==> config.mk <==
export PLATFORM = sky130hd
export DESIGN_NAME = pwm_servo_bank
export DESIGN_NICKNAME = d
export VERILOG_FILES = /design/src/rtl/pwm_servo_bank_pkg.sv /design/src/rtl/pwm_servo_channel.sv /design/src/rtl/pwm_servo_bank.sv
export SDC_FILE = /design/constraint.sdc
export NUM_CORES = 1
export LEC_CHECK = 0
export BUFFER_PORTS_ARGS = -buffer_cell sky130_fd_sc_hd__buf_2
export CORE_UTILIZATION = 50
export DETAILED_ROUTE_END_ITERATION = 7
export GPL_TIMING_DRIVEN = 0
export PLACE_DENSITY = 0.67
export SETUP_SLACK_MARGIN = 0.02
export SYNTH_ARGS = -nofsm -noshare
export SYNTH_HDL_FRONTEND = slang
export SYNTH_HIERARCHICAL = 1
export SYNTH_SLANG_ARGS = --single-unit
==> constraint.sdc <==
create_clock -name CLK -period 8.9 [get_ports CLK]
set_clock_uncertainty 0.1 [all_clocks]
set_input_delay 1.335 -clock CLK [delete_from_list [all_inputs] [get_ports CLK]]
set_output_delay 1.335 -clock CLK [all_outputs]
set_load 0.02 [all_outputs]
==> src/rtl/pwm_servo_bank_pkg.sv <==
// ---------------------------------------------------------------------------
// pwm_servo_bank_pkg
// Shared constants and helpers for the servo/ESC pulse bank.
//   - DEF_* : default frame, limit and channel constants
//   - clog2 : counter width helper (never returns less than 1)
//   - pw_width : pulse-width datapath width for a given command width
//   - ch_lsb : base bit of channel ch inside a packed channel bus
// ---------------------------------------------------------------------------
package pwm_servo_bank_pkg;

    localparam int DEF_N_CH           = 4;
    localparam int DEF_CMD_W          = 10;
    localparam int DEF_CLK_DIV        = 50;
    localparam int DEF_FRAME_US       = 2500;
    localparam int DEF_MAX_PULSE_US   = 2000;
    localparam int DEF_TIMEOUT_FRAMES = 20;
    localparam int DEF_SLEW_STEP      = 16;

    function automatic int clog2(input int v);
        int r;
        int x;
        r = 0;
        x = v - 1;
        while (x > 0) begin
            r = r + 1;
            x = x >>> 1;
        end
        return (r < 1) ? 1 : r;
    endfunction

    // offset + command never wraps with one extra bit
    function automatic int pw_width(input int cmd_w);
        return cmd_w + 1;
    endfunction

    function automatic int ch_lsb(input int ch, input int w);
        return ch * w;
    endfunction

endpackage

==> src/rtl/pwm_servo_channel.sv <==
// ---------------------------------------------------------------------------
// pwm_servo_channel
// One output channel: active command register (optionally slew limited),
// saturating offset adder and registered pulse compare.
// Optional feature macro: PWM_SERVO_BANK_SLEW_EN (slew-limited command load).
// Ports:
//   CLK, RST_N : clock, asynchronous active-low reset
//   boundary   : last cycle of the frame; next-frame values are latched
//   load       : shadow command pending, active_cmd moves toward target
//   target     : shadow command for this channel
//   offset_d   : pulse offset in force for the coming cycle
//   armed_d    : arm state in force for the coming cycle
//   fcnt_d     : frame counter value for the coming cycle
//   servo      : registered pulse output
//   at_target  : active_cmd will equal target after this cycle
// ---------------------------------------------------------------------------
module pwm_servo_channel
    import pwm_servo_bank_pkg::*;
#(
    parameter int CMD_W        = DEF_CMD_W,
    parameter int FC_W         = 13,
    parameter int MAX_PULSE_US = DEF_MAX_PULSE_US,
    parameter int SLEW_STEP    = DEF_SLEW_STEP
) (
    input  logic             CLK,
    input  logic             RST_N,
    input  logic             boundary,
    input  logic             load,
    input  logic [CMD_W-1:0] target,
    input  logic [CMD_W-1:0] offset_d,
    input  logic             armed_d,
    input  logic [FC_W-1:0]  fcnt_d,
    output logic             servo,
    output logic             at_target
);

    localparam int PWW = pw_width(CMD_W);

`ifdef PWM_SERVO_BANK_SLEW_EN
    localparam bit SLEW_ON = 1'b1;
`else
    localparam bit SLEW_ON = 1'b0;
`endif

    logic [CMD_W-1:0] active_cmd;
    logic [CMD_W-1:0] active_d;
    logic [CMD_W-1:0] eff_cmd;
    logic [PWW-1:0]   pw;
    logic [PWW-1:0]   pw_d;

    // Step toward tgt by at most SLEW_STEP, landing exactly on tgt
    function automatic logic [CMD_W-1:0] step_toward(input logic [CMD_W-1:0] cur,
                                                     input logic [CMD_W-1:0] tgt);
        logic [CMD_W-1:0] diff;
        if (!SLEW_ON) return tgt;
        if (tgt >= cur) begin
            diff = tgt - cur;
            if (32'(diff) > SLEW_STEP) return cur + CMD_W'(SLEW_STEP);
            return tgt;
        end
        diff = cur - tgt;
        if (32'(diff) > SLEW_STEP) return cur - CMD_W'(SLEW_STEP);
        return tgt;
    endfunction

    // offset + command at PWW bits, clamped to MAX_PULSE_US
    function automatic logic [PWW-1:0] sat_pw(input logic [CMD_W-1:0] ofs,
                                              input logic [CMD_W-1:0] cmd);
        logic [PWW-1:0] sum;
        sum = PWW'(ofs) + PWW'(cmd);
        if (32'(sum) > MAX_PULSE_US) return PWW'(MAX_PULSE_US);
        return sum;
    endfunction

    // Next-frame values are computed combinationally so the pulse can rise
    // in the very first cycle of the new frame.
    always_comb begin
        active_d = active_cmd;
        if (boundary && load) active_d = step_toward(active_cmd, target);
        at_target = (active_d == target);
        eff_cmd   = armed_d ? active_d : '0;
        pw_d      = boundary ? sat_pw(offset_d, eff_cmd) : pw;
    end

    always_ff @(posedge CLK or negedge RST_N) begin
        if (!RST_N) begin
            active_cmd <= '0;
            pw         <= '0;
            servo      <= 1'b0;
        end else begin
            active_cmd <= active_d;
            pw         <= pw_d;
            servo      <= (fcnt_d < FC_W'(pw_d));
        end
    end

endmodule

==> src/rtl/pwm_servo_bank.sv <==
// ---------------------------------------------------------------------------
// pwm_servo_bank
// N-channel servo/ESC pulse generator sharing one frame timer. Commands are
// double buffered (shadow -> active at frame boundary), with arm/disarm,
// command-loss watchdog and pulse saturation.
// Optional feature macro: PWM_SERVO_BANK_SLEW_EN (per-frame slew limit).
// Ports:
//   CLK         : system clock
//   RST_N       : asynchronous active-low reset
//   CMD         : packed channel commands, channel i at [i*CMD_W +: CMD_W]
//   CMD_VALID   : one-cycle strobe, writes CMD into the shadow registers
//   OFFSET      : offset added to every command (latched at boundary)
//   ARM         : 1 = commands applied, 0 = commands forced to 0
//   SERVO       : pulse outputs
//   FRAME_START : one-cycle pulse in the first cycle of each frame
//   TIMEOUT     : watchdog failsafe active
//   ARMED       : arm state in force for the current frame
// ---------------------------------------------------------------------------
module pwm_servo_bank
    import pwm_servo_bank_pkg::*;
#(
    parameter int N_CH           = DEF_N_CH,
    parameter int CMD_W          = DEF_CMD_W,
    parameter int CLK_DIV        = DEF_CLK_DIV,
    parameter int FRAME_US       = DEF_FRAME_US,
    parameter int MAX_PULSE_US   = DEF_MAX_PULSE_US,
    parameter int TIMEOUT_FRAMES = DEF_TIMEOUT_FRAMES,
    parameter int SLEW_STEP      = DEF_SLEW_STEP
) (
    input  logic                  CLK,
    input  logic                  RST_N,
    input  logic [N_CH*CMD_W-1:0] CMD,
    input  logic                  CMD_VALID,
    input  logic [CMD_W-1:0]      OFFSET,
    input  logic                  ARM,
    output logic [N_CH-1:0]       SERVO,
    output logic                  FRAME_START,
    output logic                  TIMEOUT,
    output logic                  ARMED
);

    localparam int PS_W = clog2(CLK_DIV);
    // one spare bit so a pulse width always fits the compare width
    localparam int FC_W = clog2(FRAME_US) + 1;
    localparam int WD_W = clog2(TIMEOUT_FRAMES + 2);

    logic [PS_W-1:0]       presc;
    logic                  tick;
    logic [FC_W-1:0]       fcnt;
    logic [FC_W-1:0]       fcnt_d;
    logic                  boundary;
    logic [N_CH*CMD_W-1:0] shadow;
    logic                  pending;
    logic [CMD_W-1:0]      offset_act;
    logic [CMD_W-1:0]      offset_d;
    logic                  armed_d;
    logic [WD_W-1:0]       wdog;
    logic [WD_W-1:0]       wdog_inc;
    logic                  timeout_next;
    logic [N_CH-1:0]       at_target;

    always_comb begin
        tick     = (presc == PS_W'(CLK_DIV - 1));
        boundary = tick && (fcnt == FC_W'(FRAME_US - 1));
        fcnt_d   = fcnt;
        if (tick) fcnt_d = boundary ? '0 : fcnt + 1'b1;

        wdog_inc = (32'(wdog) >= TIMEOUT_FRAMES) ? wdog : wdog + 1'b1;
        // a CMD_VALID in the boundary cycle still counts for the ending frame
        timeout_next = (TIMEOUT_FRAMES != 0) && !CMD_VALID &&
                       (32'(wdog_inc) >= TIMEOUT_FRAMES);

        armed_d  = boundary ? (ARM && !timeout_next) : ARMED;
        offset_d = boundary ? OFFSET : offset_act;
    end

    always_ff @(posedge CLK or negedge RST_N) begin
        if (!RST_N) begin
            presc       <= '0;
            fcnt        <= '0;
            FRAME_START <= 1'b0;
            TIMEOUT     <= 1'b0;
            ARMED       <= 1'b0;
            offset_act  <= '0;
            wdog        <= '0;
            shadow      <= '0;
            pending     <= 1'b0;
        end else begin
            presc       <= tick ? '0 : presc + 1'b1;
            fcnt        <= fcnt_d;
            FRAME_START <= boundary;
            if (boundary) begin
                TIMEOUT    <= timeout_next;
                ARMED      <= armed_d;
                offset_act <= OFFSET;
            end

            if (CMD_VALID)     wdog <= '0;
            else if (boundary) wdog <= wdog_inc;

            // A write in the boundary cycle stays pending for the next frame;
            // with slew limiting, pending holds until every channel arrives.
            if (CMD_VALID) begin
                shadow  <= CMD;
                pending <= 1'b1;
            end else if (boundary && (&at_target)) begin
                pending <= 1'b0;
            end
        end
    end

    for (genvar g = 0; g < N_CH; g++) begin : g_ch
        pwm_servo_channel #(
            .CMD_W        (CMD_W),
            .FC_W         (FC_W),
            .MAX_PULSE_US (MAX_PULSE_US),
            .SLEW_STEP    (SLEW_STEP)
        ) u_ch (
            .CLK       (CLK),
            .RST_N     (RST_N),
            .boundary  (boundary),
            .load      (pending),
            .target    (shadow[ch_lsb(g, CMD_W) +: CMD_W]),
            .offset_d  (offset_d),
            .armed_d   (armed_d),
            .fcnt_d    (fcnt_d),
            .servo     (SERVO[g]),
            .at_target (at_target[g])
        );
    end

endmodule

==> impl_metrics.yaml, run 1 <==
cts:
  root_buffer: "clkbuf_16"
  cts_resized: 0
  post_cts_buffers: 0
  htree_num_levels: 4
  holdBufCountCts: 0
  cts-buffers-inserted: 17
  clk_latency_ns: 0.44
  clock_sinks: 166
  clock_path_buffers: 2
  clk_pin_slew_worst_paths_ns: 0.07
  tritoncts: "built"
grt:
  use_met2: 0.397
  grt_pass1_wl_mm: 40.4
  grt_overflow_total: 0
  grt_max_degree: 96
  use_met3: 0.0491
  track_usage: 0.234
  grt_pass1_vias: 7922
  busiest_layer: "met2"
  antenna_found_initial: 0
  use_met1: 0.286
routing:
  drc: 0
  ant_nets: 0
  avgViaCountPerCell: 5.71
  vias: 8265
  finalWirelength_mm: 25.6
  drt_iter0_drc: 440
  drtPass1Iterations: 5
  wl_per_cell_um: 17.7
worst_setup_path:
  timing.rr.start: "fcnt[0]$_DFF_PN0_"
  start_kind: "register"
  cp_slowest_stage_delay_ns: 0.49
  cp_max_fo: 16
  cp_num_buf_inv: 6
  crit_type: "register to register"
  crit_path_end_kind: "register"
  cp.required_ns: 9.17
  cp.arrival_ns: 6.90
  r2r_slack_ns: 2.27
  r2r-end: "g_ch[1].u_ch/servo$_DFF_PN0_"
  path_delay_family: "simple AND/OR/NAND/NOR gates"
  ff2ff_path_depth: 27
  critPathSlowestCell: "or4_4"
job:
  maxCapViolations: 0
sta:
  rsz0062_at_grt: "false"
  holdWs_ns: 0.379
  fin_crit_ns: 6.63
  slew_viol_final: 0
  clock.fmax_ghz: 0.151
  tightest_slew_ns: 1.33
  hold_viol: 0
  slew_headroom: 0.107
  fin_crit_sh: 0.745
  setup_violations: 0
  fin_setup_tns_ns: 0
power:
  cellLeakagePower_nw: 5.97
  power_mw: 1.69
  power_density_mw_per_mm2: 136
  ir_worst_vdd_mv: 0.108
synthesis:
  avgSynthCellArea_um2: 10.3
  synthCells: 1076
  syn_area_mm2: 0.0110
  async_reset_ff_frac: 1.00
  synth-seq-area-share: 0.376
  yosys.area.top_type_share: 0.376
  synth_warnings: 6
  yosys_most_used_dff: "dfrtp_1"
  yosysTopAreaCell: "dfrtp_1"
  ys_seq_elements: 166
  synth_fp_nets: 1219
  yosysUniqueCellTypes: 80
  synthTopCellsByArea: "dfrtp_1, ha_1, mux2_2"
  synth.most_common_cell: "dfrtp_1"
  synth_common_cells: "dfrtp_1, ha_1, mux2_2, inv_1, nand2_1"
  synth-edff-count: 0
layout:
  layout-drive-gt1-share: 0.222
  finalNonFillerCells: 1448
  diodes: 0
  nets: 1299
  area_delta_synth_final_pct: 12.4
  nFillCells: 1938
  final_util: 0.571
floorplanning:
  die_h_um: 151
  die-area_mm2: 0.0227
  start_util: 0.508
  core_area_mm2: 0.0218
  die_w_um: 151
  rows: 54
  pin_count: 61
placement:
  dp.cells: 1417
  io_buffers: 59
  dpl.hpwl_mm: 19.0
  place_congestion: 0.840
hold_path:
  hold_path.class: "register to register"
  hold-path-endpoint: "g_ch[3].u_ch/pw[9]$_DFF_PN0_"
  holdCritStartpoint: "g_ch[3].u_ch/pw[9]$_DFF_PN0_"
  whs_path_depth: 1
outcome:
  outcome: "complete, no violations"
## logic make-up (layout without fill, tap and decap cells)
kind of cell / Yosys count / after routing / share of synthesized area
and+or+nand+nor: 311 / 311 / 0.159
muxes: 104 / 104 / 0.108
buffers and inverters: 95 / 187 / 0.0366
AOI/OAI and AO/OA: 245 / 245 / 0.163
adders and majority gates: 89 / 89 / 0.104
DFF: 166 / 166 / 0.376
xor gates and xnor gates: 66 / 66 / 0.0544
## metrics by stage
step / setup slack (ns) / instance area, um2
finish: 2.27 / 12400
global route: 1.83 / 12400
CTS: 2.31 / 12400
detailed placement: 2.08 / 11800
global placement: -0.491 / 11700
floorplan: 2.37 / 11000
## worst max path at each step
stage	startpoint	endpoint	slack [ns]	cells past startpoint
floorplan	CMD_VALID	g_ch[0].u_ch/servo$_DFF_PN0_	2.37	20
global placement	CMD_VALID	g_ch[1].u_ch/servo$_DFF_PN0_	-0.49	18
detailed placement	CMD_VALID	g_ch[1].u_ch/servo$_DFF_PN0_	2.08	20
CTS	fcnt[4]$_DFF_PN0_	g_ch[1].u_ch/servo$_DFF_PN0_	2.31	26
global route	fcnt[0]$_DFF_PN0_	g_ch[1].u_ch/servo$_DFF_PN0_	1.83	27
finish	fcnt[0]$_DFF_PN0_	g_ch[1].u_ch/servo$_DFF_PN0_	2.27	27
## flip-flops by register name, indices dropped and copies added, names as in the netlist, 4 cells and up
name and flops:
g_ch.u_ch/pw 44, shadow 40, g_ch.u_ch/active_cmd 40, presc 6, wdog 5, g_ch.u_ch/servo 4, offset_act 10, fcnt 13
## cells in the final DEF, fill, tap and decap left out, types with 17 or more instances in the layout
cell type  count
o21ai_0       30
clkbuf_16     17
dfrtp_1      166
inv_1         62
mux2_2        79
o31ai_1       19
nand2_1       59
and2_1        42
nor2_1        55
buf_2         63
a21oi_1       51
ha_1          85
clkbuf_1      21
nand4_1       23
xor2_1        25
xnor2_1       38
a21o_1        25
## per-layer routing
| metal | up-vias | wire [um] |
|---|---|---|
| met4 | 0 | 750 |
| met3 | 39 | 1230 |
| met1 | 3949 | 11400 |
| met5 | - | 0 |
| li1 | 4111 | - |
| met2 | 166 | 12200 |
## report_power, final
group	total (mW)	internal (mW)	leakage, nW	switching (mW)
registers	0.790	0.773	2.07	0.0170
logic	0.0707	0.0367	3.58	0.0340
clock network	0.826	0.509	0.319	0.317
## final cells by class
cell class	count	area [um2]	share of cell area
plain buffers	32	166	0.0134
clock buffers	18	439	0.0354
clock inverters	13	215	0.0173
inverters	63	238	0.0191
multi-input cells	815	6500	0.524
flip-flops and latches	166	4150	0.335
well taps	280	350	0.0282
repair buffers	61	348	0.0280
## worst register-to-register path: cells and delay by family (launching register included)
family                   cells  cell delay (ns)
AND/OR/NAND/NOR              9             2.27
AO/OA/AOI/OAI                8             1.66
buffers and inverters        6             1.14
adder cells (fa/ha/maj)      3             0.76
flip-flops                   1             0.42
multiplexers                 1             0.22
(Power assumes the default switching activity.)
==> run 2, diff against run 1 <==
Settings changed: ABC_AREA set to 1.
Clock period 8.9 ns to 6.55 ns, I/O delays scaled along.
==> run 2 against run 1 <==
  * Total power up 30%
  * Utilization is 0.27 points higher
  * Routed wire length up 6.7%
  * Worst setup slack lost 1.4 ns
  * Count of clock-buffer cells in the layout decreased by 1
  * Hold slack worse by 0.0035 ns
  * Sequential cell count unchanged
  * Synthesized cell count is 50% higher
  * Critical path depth increased by 2
==> impl_metrics.yaml, run 2 <==
hold_path:
  hold-path-endpoint: "TIMEOUT$_DFFE_PN0P_"
  hold_path.class: "register to register"
  whs_path_depth: 2
  holdCritStartpoint: "TIMEOUT$_DFFE_PN0P_"
power:
  power_density_mw_per_mm2: 174
  switchingPower_mw: 0.597
  cellLeakagePower_nw: 7.57
  power_frac_seq: 0.488
  power_mw: 2.19
  p_clk_frac: 0.471
  internal-power_mw: 1.60
  swShare: 0.272
  p_comb_frac: 0.041
  ir_worst_vdd_mv: 0.140
layout:
  register_area_mm2: 0.00415
  area_delta_synth_final_pct: 11.3
  postLayoutCellArea_mm2: 0.0126
  largest-register: "g_ch.u_ch/pw"
  nets: 1831
  top_regs: "g_ch.u_ch/pw: 44 flops, g_ch.u_ch/active_cmd: 40 flops, shadow: 40 flops"
  largest_register_ffs: 44
  final_cell_mix: "nand2_1, inv_1, nor2_1"
  layout-drive-gt1-share: 0.119
  final_util: 0.573
  multiInputGateArea_mm2: 0.00595
  final_common_cell: "nand2_1"
  nFillCells: 2127
  diodes: 0
worst_setup_path:
  crit_type: "primary input to register"
  path_common_cell: "nand2_1"
  timing.rr.start: "presc[1]$_DFF_PN0_"
  r2r_slack_ns: 1.05
  start_kind: "primary input"
  ff2ff_path_depth: 32
  cp_slowest_stage_delay_ns: 0.43
  cp.required_ns: 6.79
  path_delay_family: "simple AND/OR/NAND/NOR gates"
  critPathSlowestCell: "clkbuf_1"
  r2r-end: "g_ch[1].u_ch/servo$_DFF_PN0_"
  cp_max_fo: 10
  cp.arrival_ns: 5.94
  crit_path_end_kind: "register"
  cp_num_buf_inv: 5
synthesis:
  yosys.area_share.adder: 0.101
  yosysTopAreaCell: "dfrtp_1"
  synthCells: 1609
  synth_top_family_by_area: "simple AND/OR/NAND/NOR gates"
  syn_area_mm2: 0.0114
  yosysUniqueCellTypes: 46
  synth_simple_gate_area_frac: 0.326
  synth_warnings: 6
  synth.most_common_cell: "nand2_1"
  synth_compound_area_frac: 0.0873
  synth-seq-area-share: 0.366
  synth-edff-count: 0
  ys_seq_elements: 166
  synth_fp_nets: 1752
  async_reset_ff_frac: 1.00
  synthTopCellsByArea: "dfrtp_1, nand2_1, ha_1"
  avgSynthCellArea_um2: 7.05
  synth-xor-area-share: 0.00926
  yosys.area.top_type_share: 0.366
  muxShareOfSynthArea: 0
  yosys_most_used_dff: "dfrtp_1"
  synth_common_cells: "nand2_1, inv_1, nor2_1, dfrtp_1, nand3_1"
sta:
  hold_viol: 0
  tightest_slew_ns: 0.905
  slew_headroom: 0.390
  clock.fmax_ghz: 0.176
  fin_crit_ns: 5.69
  fin_crit_sh: 0.869
  rsz0062_at_grt: "false"
  setup_violations: 0
  slew_viol_final: 0
  fin_setup_tns_ns: 0
grt:
  grt_pass1_wl_mm: 46.1
  track_usage: 0.247
  grt_pass1_vias: 9611
  antenna_found_initial: 0
  grt_overflow_total: 0
  grt_max_degree: 103
floorplanning:
  start_util: 0.515
  core_area_mm2: 0.0220
  die-area_mm2: 0.0233
  die_w_um: 153
  rows: 54
  die_h_um: 153
  pin_count: 61
routing:
  avgViaCountPerCell: 5.06
  vias: 10000
  drt_iter0_drc: 607
  wl_per_cell_um: 13.8
  drtPass1Iterations: 7
  drc: 0
  finalWirelength_mm: 27.3
  ant_nets: 0
placement:
  dpl.hpwl_mm: 20.7
  place_area_mm2: 0.0120
  io_buffers: 59
  place_congestion: 0.918
cts:
  clock_sinks: 166
  clock_path_buffers: 2
  post_cts_buffers: 0
  holdBufCountCts: 0
  tritoncts: "built"
  cts_resized: 0
  cts-buffers-inserted: 17
  clk_pin_slew_worst_paths_ns: 0.07
  htree_num_levels: 4
  clk_latency_ns: 0.44
  root_buffer: "clkbuf_16"
job:
  maxCapViolations: 0
outcome:
  outcome: "complete, no violations"
## run 2: changes by cell type after synthesis, moves of 20 or more
| cell | delta |
|---|---|
| xnor2_1 | -30 |
| nand2_1 | +450 |
| a21o_1 | -24 |
| xor2_1 | -21 |
| o31ai_1 | -20 |
| inv_1 | +205 |
| and2_1 | -42 |
| nand3_1 | +71 |
| nor2_1 | +123 |
| nand2_2 | +35 |
| mux2_2 | -79 |
## run 2: area by class of cell
type	count	area share
inverters	285	0.0866
plain buffers	26	0.0125
repair buffers	60	0.0264
well taps	280	0.0277
flip-flops and latches	166	0.329
multi-input cells	1132	0.471
clock inverters	15	0.0134
clock buffers	17	0.0337
## run 2: how the worst max path moves through the flow
| stage | depth (start not counted) | slack (ns) | from | end |
|---|---|---|---|---|
| after CTS | 29 | 0.91 | CMD_VALID | g_ch[1].u_ch/servo$_DFF_PN0_ |
| after floorplan | 30 | 2.11 | CMD_VALID | g_ch[1].u_ch/servo$_DFF_PN0_ |
| after detailed placement | 29 | 0.46 | CMD_VALID | g_ch[1].u_ch/servo$_DFF_PN0_ |
| after global routing | 29 | 0.33 | CMD_VALID | g_ch[1].u_ch/servo$_DFF_PN0_ |
| after global placement | 29 | 0.48 | CMD_VALID | g_ch[1].u_ch/servo$_DFF_PN0_ |
| final | 29 | 0.86 | CMD_VALID | g_ch[1].u_ch/servo$_DFF_PN0_ |
## run 2: through the flow
stage	cells	setup WS (ns)	hold WS (ns)
2_1_floorplan	1609	2.11	0.342
3_3_place_gp	1948	0.478	0.357
3_5_place_dp	1949	0.455	0.362
4_1_cts	1981	0.908	0.382
5_1_grt	1981	0.331	0.402
6_report	1981	0.855	0.375
## run 2: logic make-up (layout without fill, tap and decap cells)
group,count (synthesis),in the layout
adders and majority gates,89,89
xor gates and xnor gates,12,12
and+or+nand+nor,874,874
AOI/OAI and AO/OA,157,157
DFF,166,166
buffers and inverters,311,403
## run 2: worst register-to-register path, delay by kind of cell (launching register included)
kind,cells,cell delay [ns]
and+or+nand+nor,20,2.45
adders and majority gates,4,1.07
AOI/OAI and AO/OA,4,0.75
buffers and inverters,4,0.61
DFF,1,0.40
## run 2: power by group through the flow
| stage | sequential (mW) | clock, mW | combinational (mW) |
|---|---|---|---|
| global route | 1.07 | 1.10 | 0.105 |
| global placement | 1.09 | 0 | 0.0884 |
| CTS | 1.07 | 1.06 | 0.0932 |
| floorplan | 1.08 | 0 | 0.0425 |
| detailed placement | 1.09 | 0 | 0.0929 |
| finish | 1.07 | 1.03 | 0.0897 |
## run 2: per-layer routing
layer	GRT usage	routed length [um]	share of wire	up-vias
li1	-	-	-	5200
met1	0.339	13400	0.49	4605
met2	0.396	12000	0.44	187
met3	0.0469	1290	0.047	30
met4	0.0693	523	0.019	0
met5	0	0	0	-
